===== config.mk =====
export PLATFORM = sky130hd
export DESIGN_NAME = vde_sprite_rasterizer
export DESIGN_NICKNAME = d
export VERILOG_FILES = /design/src/rtl/vde_sprite_rasterizer.sv
export SDC_FILE = /design/constraint.sdc
export NUM_CORES = 1
export LEC_CHECK = 0
export ABC_AREA = 1
export CAP_MARGIN = 5
export CORE_ASPECT_RATIO = 2
export CORE_MARGIN = 3
export CORE_UTILIZATION = 55
export CTS_BUF_LIST = sky130_fd_sc_hd__clkbuf_8
export CTS_CLUSTER_DIAMETER = 60
export DETAILED_ROUTE_END_ITERATION = 8
export GPL_TIMING_DRIVEN = 0
export PLACE_DENSITY = 0.87
export SYNTH_ARGS = -nofsm -noshare
export SYNTH_HDL_FRONTEND = slang
export SYNTH_SLANG_ARGS = --single-unit

===== constraint.sdc =====
create_clock -name clk_i -period 2 [get_ports clk_i]
set_input_delay 0.4 -clock clk_i [delete_from_list [all_inputs] [get_ports clk_i]]
set_output_delay 0.4 -clock clk_i [all_outputs]
set_load 0.05 [all_outputs]

===== src/rtl/vde_sprite_rasterizer.sv =====
// Sprite row rasterizer: fetches one 32-bit sprite row per tile request and
// serialises it as 4-bit palette indices with end-of-line / end-of-frame markers.
module vde_sprite_rasterizer #(
    parameter int unsigned MAP_WIDTH = 80,
    parameter int unsigned LINES     = 480
) (
    input  logic        clk_i,
    input  logic        rstn_i,
    input  logic        frame_start,
    input  logic        sprite_valid_i,
    output logic        sprite_ready_o,
    input  logic [8:0]  sprite_data_i,
    input  logic [3:0]  sprite_row_i,
    output logic [11:0] spr_mem_addr_o,
    output logic        spr_mem_fetch_o,
    input  logic [31:0] spr_mem_data_i,
    input  logic        spr_mem_done_i,
    output logic        pixel_valid_o,
    input  logic        pixel_ready_i,
    output logic [3:0]  pixel_o,
    output logic        pixel_eol_o,
    output logic        pixel_eof_o
);
    localparam int unsigned TXW = (MAP_WIDTH > 1) ? $clog2(MAP_WIDTH) : 1;
    localparam int unsigned LNW = (LINES > 1) ? $clog2(LINES) : 1;
    localparam logic [TXW-1:0] TX_LAST = TXW'(MAP_WIDTH - 1);
    localparam logic [LNW-1:0] LN_LAST = LNW'(LINES - 1);

    logic            fetch_q;
    logic [11:0]     addr_q;
    logic [31:0]     pending_q;
    logic            pending_valid;
    logic [31:0]     shifter_q;
    logic            shifter_valid;
    logic [2:0]      idx_q;
    logic [TXW-1:0]  tile_x;
    logic [LNW-1:0]  line_q;

    logic accept;
    logic mem_take;
    logic pix_accept;
    logic last_accept;
    logic load_shifter;

    // Row bit 3 addresses nothing inside an 8-row sprite.
    logic unused_row_msb;
    assign unused_row_msb = sprite_row_i[3];

    always_comb begin
        sprite_ready_o = ~frame_start & ~fetch_q & ~pending_valid;
        accept         = sprite_valid_i & sprite_ready_o;
        mem_take       = fetch_q & spr_mem_done_i;
        pix_accept     = shifter_valid & pixel_ready_i;
        last_accept    = pix_accept & (idx_q == 3'd7);
        load_shifter   = pending_valid & (~shifter_valid | last_accept);
    end

    always_ff @(posedge clk_i or negedge rstn_i) begin
        if (!rstn_i) begin
            fetch_q <= 1'b0;
            addr_q  <= '0;
        end else if (frame_start) begin
            fetch_q <= 1'b0;
            addr_q  <= '0;
        end else if (mem_take) begin
            fetch_q <= 1'b0;
        end else if (accept) begin
            addr_q  <= {sprite_data_i, sprite_row_i[2:0]};
            fetch_q <= 1'b1;
        end
    end

    // A memory return may land on the same edge the old pending row moves
    // into the shifter; the new row wins and pending stays valid.
    always_ff @(posedge clk_i or negedge rstn_i) begin
        if (!rstn_i) begin
            pending_q     <= '0;
            pending_valid <= 1'b0;
        end else if (frame_start) begin
            pending_q     <= '0;
            pending_valid <= 1'b0;
        end else if (mem_take) begin
            pending_q     <= spr_mem_data_i;
            pending_valid <= 1'b1;
        end else if (load_shifter) begin
            pending_valid <= 1'b0;
        end
    end

    always_ff @(posedge clk_i or negedge rstn_i) begin
        if (!rstn_i) begin
            shifter_q     <= '0;
            shifter_valid <= 1'b0;
            idx_q         <= '0;
        end else if (frame_start) begin
            shifter_q     <= '0;
            shifter_valid <= 1'b0;
            idx_q         <= '0;
        end else if (load_shifter) begin
            shifter_q     <= pending_q;
            shifter_valid <= 1'b1;
            idx_q         <= '0;
        end else if (pix_accept) begin
            shifter_q <= {4'h0, shifter_q[31:4]};
            idx_q     <= idx_q + 3'd1;
            if (idx_q == 3'd7) begin
                shifter_valid <= 1'b0;
            end
        end
    end

    always_ff @(posedge clk_i or negedge rstn_i) begin
        if (!rstn_i) begin
            tile_x <= '0;
            line_q <= '0;
        end else if (frame_start) begin
            tile_x <= '0;
            line_q <= '0;
        end else if (last_accept) begin
            if (tile_x == TX_LAST) begin
                tile_x <= '0;
                line_q <= (line_q == LN_LAST) ? '0 : line_q + LNW'(1);
            end else begin
                tile_x <= tile_x + TXW'(1);
            end
        end
    end

    always_comb begin
        spr_mem_addr_o  = addr_q;
        spr_mem_fetch_o = fetch_q;
        pixel_valid_o   = shifter_valid;
        pixel_o         = shifter_q[3:0];
        pixel_eol_o     = shifter_valid & (idx_q == 3'd7) & (tile_x == TX_LAST);
        pixel_eof_o     = pixel_eol_o & (line_q == LN_LAST);
    end
endmodule

# ---- Word level (Yosys, flattened, before mapping)
# Cells that the tools add are included.
dict set report classes {
  n_addsub 3
  n_eq_ne 4
  mux 28
  bitwise_logic 15
  n_reduce_logical 11
}
# op count
set op_table {}
lappend op_table {{32-bit 2-to-1 mux} 5}
lappend op_table {{12-bit 2-to-1 mux} 3}
lappend op_table {{9-bit 2-to-1 mux} 4}
lappend op_table {{7-bit 2-to-1 mux} 3}
lappend op_table {{3-bit nonzero test} 4}
lappend op_table {{1-bit bitwise AND} 10}
lappend op_table {{1-bit 2-to-1 mux} 10}
lappend op_table {{9-bit by 1-bit adder with 9-bit output, second input constant} 1}
lappend op_table {{9-bit equality test, second input constant} 1}
lappend op_table {{3-bit 2-to-1 mux} 3}
lappend op_table {{2-bit nonzero test} 4}
lappend op_table {{7-bit by 1-bit adder with 7-bit output, second input constant} 1}
lappend op_table {{7-bit equality test, second input constant} 1}
lappend op_table {{2-bit AND reduction} 3}
lappend op_table {{1-bit NOT} 4}
lappend op_table {{3-bit by 1-bit adder with 3-bit output, second input constant} 1}
lappend op_table {{3-bit equality test, second input constant} 1}
lappend op_table {{2-bit != test, second input constant} 1}
lappend op_table {{1-bit OR} 1}
dict set report totals {
  regBits 98
  inputBits 51
}

# ---- Longest topological paths before layout
dict set report logic_depth {
  depth_word 7
  depth_mapped 11
  mapped_depth_nobuf 10
}

# ---- Worst setup path after synthesis
# OpenSTA, ideal clock, no wires.
dict set report synth_path {
  kind {register to output}
  from {register line_q[0]}
  to {output port pixel_eof_o}
  arrival_time_ps 2539
  required_ps 1600
  slack_ps -939
  stages_incl_launch_ff 6
  n_path_buf 0
  cell_sequence {dfrtp_1 -> ha_1 -> nand2_1 -> nor2_1 -> nand3_1 -> nor4_1}
}
dict set report synth_between {
  elab_chain_len 2
}
# element line_no
set synth_lines {}
lappend synth_lines {{from (decl)} 37} ;# logic [LNW-1:0] line_q;
lappend synth_lines {{from (signal assigned)} 122} ;# line_q <= (line_q == LN_LAST) ? '0 : line_q + LNW'(1);
lappend synth_lines {{9-bit equality test} 135} ;# pixel_eof_o = pixel_eol_o & (line_q == LN_LAST);
lappend synth_lines {{1-bit bitwise AND} 135}
lappend synth_lines {{to (decl)} 22} ;# output logic pixel_eof_o
# No other way between the ends.

# ---- Worst setup path in the final report
dict set report layout_path {
  from {register tile_x[1]}
  to {output port pixel_eof_o}
}
dict set report layout_between {
  elab_chain_len 3
}
# element line_no
set layout_lines {}
lappend layout_lines {{from (decl)} 36} ;# logic [TXW-1:0] tile_x;
lappend layout_lines {{from (signal assigned)} 124} ;# tile_x <= tile_x + TXW'(1);
lappend layout_lines {{7-bit equality test} 134} ;# pixel_eol_o = shifter_valid & (idx_q == 3'd7) & (tile_x == TX_LAST);
lappend layout_lines {{1-bit bitwise AND} 134}
lappend layout_lines {{1-bit bitwise AND} 135}
# No other way between the ends.

==> impl_metrics.env <==
export IMPL_hold_class="register to register"
export IMPL_period_minus_slack_ns=2.05
export IMPL_yosys_area_top_type="dfrtp_1"
export IMPL_vias=4562
export IMPL_grt_pass1_vias=4542
export IMPL_max_freq_mhz=487
export IMPL_syn_nets=699
export IMPL_overflow=0
export IMPL_worst_setup_path_type="register to output pin"
export IMPL_cp_data_required_time_ns=1.60
export IMPL_cts_buffers=9
export IMPL_reg2reg_setup_slack_ns=0.13
export IMPL_crit_arrival_ns=1.65
export IMPL_antenna_found_initial=0
export IMPL_whs_ns=0.485
export IMPL_path_cells="ha_4 > nand3_4 > nor2_4 > inv_2 > nor4_4 > buf_6"
export IMPL_drt_iter0_markers=238
export IMPL_cts_tree="yes"
export IMPL_drc_errors=0
export IMPL_post_route_util_pct=71.5
export IMPL_netlist_area_mm2=0.00492
export IMPL_status="finished, violations left"
export IMPL_synth_seq_cells=98
export IMPL_syn_inst=644
export IMPL_dr_pass1_iters=5
export IMPL_path_max_fanout=3
export IMPL_place_ws_ns=-0.861
export IMPL_htreeDepth=3
export IMPL_crit_slowest_cell="dfrtp_1"
export IMPL_synth_area_leaders="dfrtp_1 50%, nand2_1 14%, nand3_1 10%, inv_1 7.6%, o21ai_0 4.4%"
export IMPL_die_height_um=140
export IMPL_fin_crit_sh_pct=103
export IMPL_grtUsageTotal_pct=25.6
export IMPL_gp_congestion=0.915
export IMPL_yosysWarnings=0
export IMPL_area_growth_syn_to_layout_pct=25.7
export IMPL_place_hpwl_mm=9.01
export IMPL_port_buffers=70
export IMPL_report_final_slew_viol_count=0
export IMPL_regArea_mm2=0.00245
export IMPL_postRouteAntennaNets=0
export IMPL_synth_edff_count=0
export IMPL_synth_area_per_cell_um2=7.64
export IMPL_ir_drop_mv=0.652
export IMPL_hold_violations=0
export IMPL_ios=72
export IMPL_synth_top_cell_area_share_pct=49.9
export IMPL_wire_per_inst_um=14.6
export IMPL_die_area_mm2=0.0102
export IMPL_rsz0062_at_grt="yes"
export IMPL_die_w_um=72.9
export IMPL_finalWorstSetupSlack_ns=-0.0534
export IMPL_synth_most_common_cell="nand2_1"
export IMPL_antennaDiodeCount=0
export IMPL_multi_input_area_mm2=0.00196
export IMPL_fin_nets=795
export IMPL_setup_viol_count_final=1
export IMPL_yosys_most_used_dff="dfrtp_1"
export IMPL_worst_pin_slew_ns=0.553
export IMPL_fill_cells=684
export IMPL_initial_utilization_pct=56.9
export IMPL_synthTopCellsByCount="177 x nand2_1, 103 x nand3_1, 100 x inv_1"
export IMPL_crit_path_end_kind="output pin"
export IMPL_core_area_mm2=0.00865
export IMPL_max_cap_violations=0
export IMPL_start_kind="register"
export IMPL_crit_path_max_incr_delay_ns=0.42
export IMPL_routed_wl_mm=12.3
export IMPL_vias_per_cell=5.41
export IMPL_p_per_area_mw_per_mm2=746
export IMPL_cellLeakagePower_nw=3.22
export IMPL_clk_latency_ns=0.37
export IMPL_tns_ns=-0.0534
export IMPL_violations="setup timing"
export IMPL_cts_sinks=98
export IMPL_slew_headroom_pct=63.2
export IMPL_finalClockSkew_ns=0.00909
export IMPL_rows=48
export IMPL_cts_root_buf="clkbuf_8"
export IMPL_cts_clk_slew_worst_paths_ns=0.09
export IMPL_seq_area_frac_synth_pct=49.9
export IMPL_async_flop_share_pct=100
export IMPL_clock_path_buffers=2
export IMPL_synthDistinctLibCells=26
export IMPL_post_route_cells_drive_above_1_share_pct=9.81
export IMPL_grt_pass1_wl_mm=20.5
export IMPL_grt_max_degree=69
through the flow:
stage	power (mW)	cell area, um2	instances
finish	4.61	6180	844
global placement	3.19	5760	814
detailed placement	3.22	5790	815
CTS	4.62	6100	838
floorplan	2.85	4940	644
global route	4.82	6180	844
placed cells by master, fill, tap and decap left out, types with 3 or more instances in the layout:
master and n:
clkbuf_1 16, clkbuf_8 10, nand4_1 27, buf_1 7, o21ai_0 43, xor2_1 3
nor2_1 19, buf_6 6, nand3_1 101, buf_4 19, nand2_1 176, dlygate4sd2_1 6
o22ai_1 4, clkdlybuf4s50_1 59, nand2_2 5, a21oi_1 6, inv_2 3, inv_1 99
dfrtp_1 96, buf_2 6
metal layers:
layer  routed length (um)  global-route usage, %
met3                  671                   5.42
met2                 6970                   46.3
met4                  353                   11.4
met5                    0                      0
met1                 4350                   27.6
critical path: cells and delay by family (launching register included):
kind	cells	cell delay, ns
AND/OR/NAND/NOR	3	0.43
flip-flops	1	0.42
buffers and inverters	2	0.25
adder cells (fa/ha/maj)	1	0.18
flip-flops by register name, indices dropped and copies added, names as in the netlist:
name / count
idx_q: 3
line_q: 9
pending_q: 32
pending_valid: 1
pixel_valid_o: 1
shifter_q: 32
spr_mem_addr_o: 12
spr_mem_fetch_o: 1
tile_x: 7
timing repair:
action / in CTS / in global routing
setup endpoints to repair: 9 / 14
hold buffers: 1 / 0
hold endpoints to repair: 30 / 0
gates resized for setup: 37 / 14
pin swaps: 5 / 6
buffers inserted: 7 / 6
kinds of logic (layout without fill, tap and decap cells):
| family | after synthesis | after routing | share of synthesized area [%] |
|---|---|---|---|
| xor+xnor | 5 | 5 | 0.891 |
| buf+inv | 143 | 243 | 12.0 |
| flops | 98 | 98 | 49.9 |
| simple gates | 340 | 340 | 30.6 |
| compound gates | 54 | 54 | 5.60 |
| fa+ha+maj | 4 | 4 | 1.02 |
path summary, 6_finish.rpt:
path / endpoint / cells past startpoint / start
hold reg to reg: shifter_q[3]$_DFFE_PN0P_ / 2 / shifter_q[3]$_DFFE_PN0P_
hold / removal: shifter_q[3]$_DFFE_PN0P_ / 2 / shifter_q[3]$_DFFE_PN0P_
setup / recovery: pixel_eof_o / 6 / tile_x[1]$_DFFE_PN0P_
min in group asynchronous: pending_q[7]$_DFFE_PN0N_ / 2 / rstn_i
max in group asynchronous: shifter_q[14]$_DFFE_PN0P_ / 3 / rstn_i
setup reg to reg: line_q[1]$_DFFE_PN0P_ / 8 / tile_x[1]$_DFFE_PN0P_
layout make-up:
type	count	area share, %
sequential	98	39.7
multi-input combinational	403	31.6
timing repair buffer	85	13.4
inverter	103	6.29
buffer	40	3.48
tap	100	2.02
clock buffer	9	2.00
clock inverter	6	1.46
report_power, final:
part	total [mW]	internal [mW]	switching (mW)
Sequential	2.23	2.14	0.0900
Clock	1.40	0.704	0.699
Combinational	0.982	0.353	0.629
Total	4.61	3.20	1.42
Power figures use the tool's default switching activity.
